[src/rtl/input_conditioner_pkg.sv]
// Shared constants for the input conditioner: key FSM state encodings and
// default debounce sizing.
package input_conditioner_pkg;

  localparam logic [1:0] ST_IDLE         = 2'd0;
  localparam logic [1:0] ST_PRESS_WAIT   = 2'd1;
  localparam logic [1:0] ST_PRESSED      = 2'd2;
  localparam logic [1:0] ST_RELEASE_WAIT = 2'd3;

  localparam int unsigned DIGIT_NUM_DEF      = 7;
  localparam int unsigned DEBOUNCE_WIDTH_DEF = 20;
  localparam logic [DEBOUNCE_WIDTH_DEF-1:0] DEBOUNCE_TICKS_DEF = 20'd1_000_000;

endpackage

[src/rtl/key_debouncer.sv]
// One push button: 2-flop synchronizer, press/release debounce FSM and the
// registered single-cycle press pulse (gated by the caller's arbitration).
module key_debouncer
  import input_conditioner_pkg::*;
#(
  parameter int unsigned                 DEBOUNCE_WIDTH = DEBOUNCE_WIDTH_DEF,
  parameter logic [DEBOUNCE_WIDTH-1:0]   DEBOUNCE_TICKS = DEBOUNCE_WIDTH'(DEBOUNCE_TICKS_DEF)
) (
  input  logic clk,
  input  logic rst,
  input  logic key_n_i,
  input  logic suppress_i,
  output logic press_c,
  output logic pulse_o
);

  localparam logic [DEBOUNCE_WIDTH-1:0] CNT_LAST = DEBOUNCE_TICKS - DEBOUNCE_WIDTH'(1);

  logic                      sync1_q, sync2_q;
  logic [1:0]                state_q, state_d;
  logic [DEBOUNCE_WIDTH-1:0] cnt_q, cnt_d;
  logic                      pulse_q, pulse_d;

  // Synchronizer idles released (high) so reset never looks like a press.
  always_ff @(posedge clk or negedge rst) begin
    if (!rst) begin
      sync1_q <= 1'b1;
      sync2_q <= 1'b1;
      state_q <= ST_IDLE;
      cnt_q   <= '0;
      pulse_q <= 1'b0;
    end else begin
      sync1_q <= key_n_i;
      sync2_q <= sync1_q;
      state_q <= state_d;
      cnt_q   <= cnt_d;
      pulse_q <= pulse_d;
    end
  end

  // Counter is zero in the stable states, so every WAIT entry starts at 0.
  always_comb begin
    state_d = state_q;
    cnt_d   = '0;
    press_c = 1'b0;
    case (state_q)
      ST_IDLE: begin
        if (!sync2_q) state_d = ST_PRESS_WAIT;
      end
      ST_PRESS_WAIT: begin
        if (sync2_q) begin
          state_d = ST_IDLE;
        end else if (cnt_q == CNT_LAST) begin
          state_d = ST_PRESSED;
          press_c = 1'b1;
        end else begin
          cnt_d = cnt_q + DEBOUNCE_WIDTH'(1);
        end
      end
      ST_PRESSED: begin
        if (sync2_q) state_d = ST_RELEASE_WAIT;
      end
      ST_RELEASE_WAIT: begin
        if (!sync2_q) begin
          state_d = ST_PRESSED;
        end else if (cnt_q == CNT_LAST) begin
          state_d = ST_IDLE;
        end else begin
          cnt_d = cnt_q + DEBOUNCE_WIDTH'(1);
        end
      end
      default: state_d = ST_IDLE;
    endcase
    pulse_d = press_c & ~suppress_i;
  end

  assign pulse_o = pulse_q;

endmodule

[src/rtl/input_conditioner.sv]
// Debounces three push buttons into arbitrated single-cycle pulses and the
// slide-switch bank into a stable digit_choice vector.
module input_conditioner
  import input_conditioner_pkg::*;
#(
  parameter int unsigned                 DIGIT_NUM      = DIGIT_NUM_DEF,
  parameter int unsigned                 DEBOUNCE_WIDTH = DEBOUNCE_WIDTH_DEF,
  parameter logic [DEBOUNCE_WIDTH-1:0]   DEBOUNCE_TICKS = DEBOUNCE_WIDTH'(DEBOUNCE_TICKS_DEF)
) (
  input  logic                 clk,
  input  logic                 rst,
  input  logic                 key_load_n,
  input  logic                 key_change_n,
  input  logic                 key_mode_n,
  input  logic [DIGIT_NUM-1:0] sw_choice,
  output logic [DIGIT_NUM-1:0] digit_choice,
  output logic                 digit_load,
  output logic                 digit_change,
  output logic                 mode_change
);

  localparam logic [DEBOUNCE_WIDTH-1:0] CNT_LAST = DEBOUNCE_TICKS - DEBOUNCE_WIDTH'(1);

  logic mode_c, load_c, change_c;

  // Priority mode > load > change; losers are suppressed, never deferred.
  key_debouncer #(.DEBOUNCE_WIDTH(DEBOUNCE_WIDTH), .DEBOUNCE_TICKS(DEBOUNCE_TICKS)) u_key_mode (
    .clk        (clk),
    .rst        (rst),
    .key_n_i    (key_mode_n),
    .suppress_i (1'b0),
    .press_c    (mode_c),
    .pulse_o    (mode_change)
  );

  key_debouncer #(.DEBOUNCE_WIDTH(DEBOUNCE_WIDTH), .DEBOUNCE_TICKS(DEBOUNCE_TICKS)) u_key_load (
    .clk        (clk),
    .rst        (rst),
    .key_n_i    (key_load_n),
    .suppress_i (mode_c),
    .press_c    (load_c),
    .pulse_o    (digit_load)
  );

  key_debouncer #(.DEBOUNCE_WIDTH(DEBOUNCE_WIDTH), .DEBOUNCE_TICKS(DEBOUNCE_TICKS)) u_key_change (
    .clk        (clk),
    .rst        (rst),
    .key_n_i    (key_change_n),
    .suppress_i (mode_c | load_c),
    .press_c    (change_c),
    .pulse_o    (digit_change)
  );

  logic [DIGIT_NUM-1:0]      sw_sync1_q, sw_sync2_q, sw_prev_q;
  logic [DIGIT_NUM-1:0]      digit_q, digit_d;
  logic [DEBOUNCE_WIDTH-1:0] sw_cnt_q, sw_cnt_d;

  always_ff @(posedge clk or negedge rst) begin
    if (!rst) begin
      sw_sync1_q <= '0;
      sw_sync2_q <= '0;
      sw_prev_q  <= '0;
      sw_cnt_q   <= '0;
      digit_q    <= '0;
    end else begin
      sw_sync1_q <= sw_choice;
      sw_sync2_q <= sw_sync1_q;
      sw_prev_q  <= sw_sync2_q;
      sw_cnt_q   <= sw_cnt_d;
      digit_q    <= digit_d;
    end
  end

  // One shared counter: any change in the vector restarts the stability window.
  always_comb begin
    sw_cnt_d = '0;
    digit_d  = digit_q;
    if ((sw_sync2_q != sw_prev_q) || (sw_sync2_q == digit_q)) begin
      sw_cnt_d = '0;
    end else if (sw_cnt_q == CNT_LAST) begin
      digit_d = sw_sync2_q;
    end else begin
      sw_cnt_d = sw_cnt_q + DEBOUNCE_WIDTH'(1);
    end
  end

  assign digit_choice = digit_q;

endmodule

[config.mk]
export PLATFORM = sky130hd
export DESIGN_NAME = input_conditioner
export DESIGN_NICKNAME = d
export VERILOG_FILES = /design/src/rtl/input_conditioner_pkg.sv /design/src/rtl/key_debouncer.sv /design/src/rtl/input_conditioner.sv
export SDC_FILE = /design/constraint.sdc
export NUM_CORES = 1
export LEC_CHECK = 0
export CORE_MARGIN = 10
export CORE_UTILIZATION = 45
export CTS_CLUSTER_SIZE = 10
export DETAILED_ROUTE_END_ITERATION = 16
export DONT_BUFFER_PORTS = 1
export GPL_TIMING_DRIVEN = 1
export PLACE_DENSITY = 0.72
export SKIP_LAST_GASP = 1
export SYNTH_ARGS = -nofsm -noshare
export SYNTH_HDL_FRONTEND = slang
export SYNTH_SLANG_ARGS = --single-unit
[constraint.sdc]
create_clock -name clk -period 2.1 [get_ports clk]
set_clock_uncertainty 0.15 [all_clocks]
set_input_delay 0.42 -clock clk [delete_from_list [all_inputs] [get_ports clk]]
set_output_delay 0.42 -clock clk [all_outputs]
set_load 0.01 [all_outputs]
==> results.json <==
{
  "status": "complete, but fails checks",
  "violations": "hold timing",
  "place.gp.congestion": 0.772,
  "place_area_mm2": 0.00558,
  "crit_end": "digit_choice[3]$_DFFE_PN0P_",
  "hold_viol": 123,
  "ys.flop_type": "dfrtp_1",
  "synth_top_area_share_pct": 54.6,
  "antenna_left": 0,
  "start_util_pct": 46.4,
  "grt_antenna_before_repair": 0,
  "numCtsBuffers": 17,
  "post-synth-top-count-cell": "dfrtp_1",
  "crit_arrival_ns": 2.15,
  "final_area_mm2": 0.00631,
  "hp-class": "in -> async",
  "area_delta_synth_final_pct": 17.7,
  "max-cap-violations": 0,
  "port-buffer-count": 0,
  "root_buffer": "clkbuf_16",
  "fin_cells": 680,
  "crit_path_end_kind": "flip-flop",
  "synth_top_cell_by_area": "dfrtp_1",
  "setup_viol": 0,
  "grt_pass1_vias": 3536,
  "ios": 22,
  "path_class": "reg -> reg",
  "fin_crit_sh_pct": 96.1,
  "drc": 0,
  "r2r_end": "digit_choice[3]$_DFFE_PN0P_",
  "seq_area_frac_synth_pct": 57.5,
  "track_usage_pct": 12.1,
  "sw_frac_of_total_pct": 20.6,
  "rrSetupSlack_ns": 0.08,
  "regArea_mm2": 0.00309,
  "synth_edf_count": 0,
  "peakVddDrop_mv": 0.805,
  "ys_types": 37,
  "clockBufferDepth": 2,
  "ys_warn_count": 0,
  "postLayoutCoreUtil_pct": 54.6,
  "min_period_ns": 2.02,
  "clkTransAtPathRegs_ns": 0.06,
  "cts_tree": "done",
  "maxSlewViolCount": 0,
  "clk_latency_ns": 0.40,
  "grt_pass1_wl_um": 16600,
  "vias": 3449,
  "rsz0062_at_grt": "true",
  "htreeDepth": 4,
  "postSynthAreaPerCell_um2": 10.9,
  "dieArea_mm2": 0.0167,
  "synth_seq_cells": 123,
  "dpl.hpwl_um": 5970,
  "netlist_top_cells_area": "dfrtp_1, xnor2_1, nor2_1",
  "worstPathMaxFanout": 7,
  "routed_wl_um": 9350,
  "p_sw_w": 0.00112,
  "tightest_slew_ns": 0.406,
  "via_per_inst": 5.07,
  "fillers": 971,
  "diodes": 0,
  "grt_max_degree": 124,
  "layout-drive-gt1-share_pct": 13.0,
  "whs_ns": -0.445,
  "cts_sinks": 123,
  "clkPwrFrac_pct": 53.5,
  "ff2ff_path_depth": 5,
  "yosys-top-cells-count": "dfrtp_1, nor2_1, xnor2_1",
  "cp_data_required_time_ns": 2.24,
  "grt_overflow": 0,
  "first_pass_iters": 4,
  "fp.dieH_um": 129,
  "numPlacedInstances": 637,
  "slew_headroom_pct": 72.7,
  "coreArea_mm2": 0.0116,
  "netlist_instances": 494,
  "row_count": 39,
  "rr_startpoint": "sw_cnt_q[16]$_DFF_PN0_",
  "setup_ws_ns": 0.0816,
  "syn_area_mm2": 0.00536,
  "place_ws_ns": -0.000739,
  "internal-power_w": 0.00430,
  "multi_input_area_mm2": 0.00218,
  "fmax_mhz": 495,
  "p_comb_share_pct": 1.4,
  "finalNetCount": 540,
  "cp-start-kind": "flip-flop",
  "cts_hold_buffers": 10,
  "cp-startpoint": "sw_cnt_q[16]$_DFF_PN0_",
  "dieWidth_um": 129,
  "syn-num-nets": 510,
  "pwr-share-seq_pct": 45.0,
  "async_flop_share_pct": 100,
  "first_iter_violations": 187,
  "cellLeakagePower_nw": 2.62,
  "wl_per_cell_um": 13.7,
  "p_per_area_mw_per_mm2": 858
}
## sequential cells by signal (all words and copies together), names as in the netlist, named ones only
signal and cells:
u_key_change.pulse_o 1, u_key_load.state_q 1, u_key_mode.state_q 1, u_key_mode.pulse_o 1, u_key_load.sync1_q 1, sw_prev_q 7
u_key_mode.sync2_q 1, sw_sync1_q 7, u_key_load.cnt_q 20, u_key_mode.cnt_q 20, u_key_change.sync2_q 1, sw_sync2_q 7
u_key_load.pulse_o 1, u_key_change.cnt_q 20, u_key_mode.sync1_q 1, u_key_load.sync2_q 1, u_key_change.state_q 1, digit_choice 7
sw_cnt_q 20, u_key_change.sync1_q 1
## stage by stage
step / TNS [ns] / total power, W
6_report: 0 / 0.00542
3_5_place_dp: -0.000739 / 0.00254
3_3_place_gp: 0 / 0.00254
5_1_grt: -0.0266 / 0.00561
2_1_floorplan: 0 / 0.00252
4_1_cts: 0 / 0.00548
## placed cells by master, fill, tap and decap left out, drive strengths merged
master and count:
a211oi 1, and2 2, and3 7, and4 2, and4b 1, buf 11
bufinv 2, clkbuf 20, clkinv 6, clkinvlp 3, dfrtp 117, dfstp 6
dlygate4sd3 10, ha 4, inv 18, mux2 7, mux2i 2, nand2 23
nand2b 1, nand3 43, nand3b 3, nand4 13, nand4b 1, nor2 99
nor2b 4, nor3 15, nor3b 3, nor4 10, nor4b 2, o21ai 2
or2 5, or3 1, or4 3, or4b 1, xnor2 48, xor2 41
## worst max-delay path, stage by stage (launching register included)
cell and delay (ns):
dfrtp_1 0.41, nand3_2 0.09, or4b_4 0.54, nor3_4 0.23, nand2_4 0.14, mux2_4 0.33
## power by group through the flow
stage	sequential, W	clock (W)	combinational [W]
after floorplan	0.00247	0	0.0000492
after global placement	0.00248	0	0.0000601
after detailed placement	0.00248	0	0.0000620
after CTS	0.00244	0.00296	0.0000778
after global routing	0.00244	0.00308	0.0000872
final	0.00244	0.00290	0.0000778
## worst min path at each step
stage                     depth (start not counted)  slack, ns                     endpoint  start
after detailed placement                          0      -0.02  digit_choice[6]$_DFFE_PN0P_    rst
after global routing                              0      -0.47  digit_choice[6]$_DFFE_PN0P_    rst
final                                             0      -0.44  digit_choice[5]$_DFFE_PN0P_    rst
after floorplan                                   0      -0.03                    async pin    rst
after CTS                                         0      -0.46  digit_choice[6]$_DFFE_PN0P_    rst
after global placement                            0      -0.02  digit_choice[5]$_DFFE_PN0P_    rst
## kinds of logic (layout without fill, tap and decap cells)
logic type | Yosys count | after routing | share of synthesized area, %
muxes | 9 | 9 | 2.33
AOI/OAI and AO/OA | 3 | 3 | 0.327
DFF | 123 | 123 | 57.5
and+or+nand+nor | 239 | 239 | 22.1
buffers and inverters | 27 | 70 | 2.17
xor gates and xnor gates | 89 | 89 | 14.5
adders and majority gates | 4 | 4 | 0.934
## metal layers
layer | vias to the layer above | track usage, % | wire length (µm)
met5 | - | 0 | 0
li1 | 1698 | - | -
met3 | 9 | 4.20 | 288
met1 | 1706 | 15.1 | 4350
met2 | 36 | 19.5 | 4590
met4 | 0 | 3.81 | 112
## final cells by class
cell class                 instances  area share [%]
clock inverter                    12            2.22
tap                              143            2.83
inverter                          17            1.01
timing repair buffer              21            3.09
sequential                       123            48.9
multi-input combinational        344            34.6
clock buffer                      20            7.39
## repair_timing
action / 4_1_cts / 5_1_grt
setup buffers: 0 / 1
endpoints found under the hold margin: 133 / 123
pin swaps: 0 / 1
gates resized for setup: 1 / 3
endpoints found under the setup margin: 1 / 27
(Power assumes the default switching activity.)
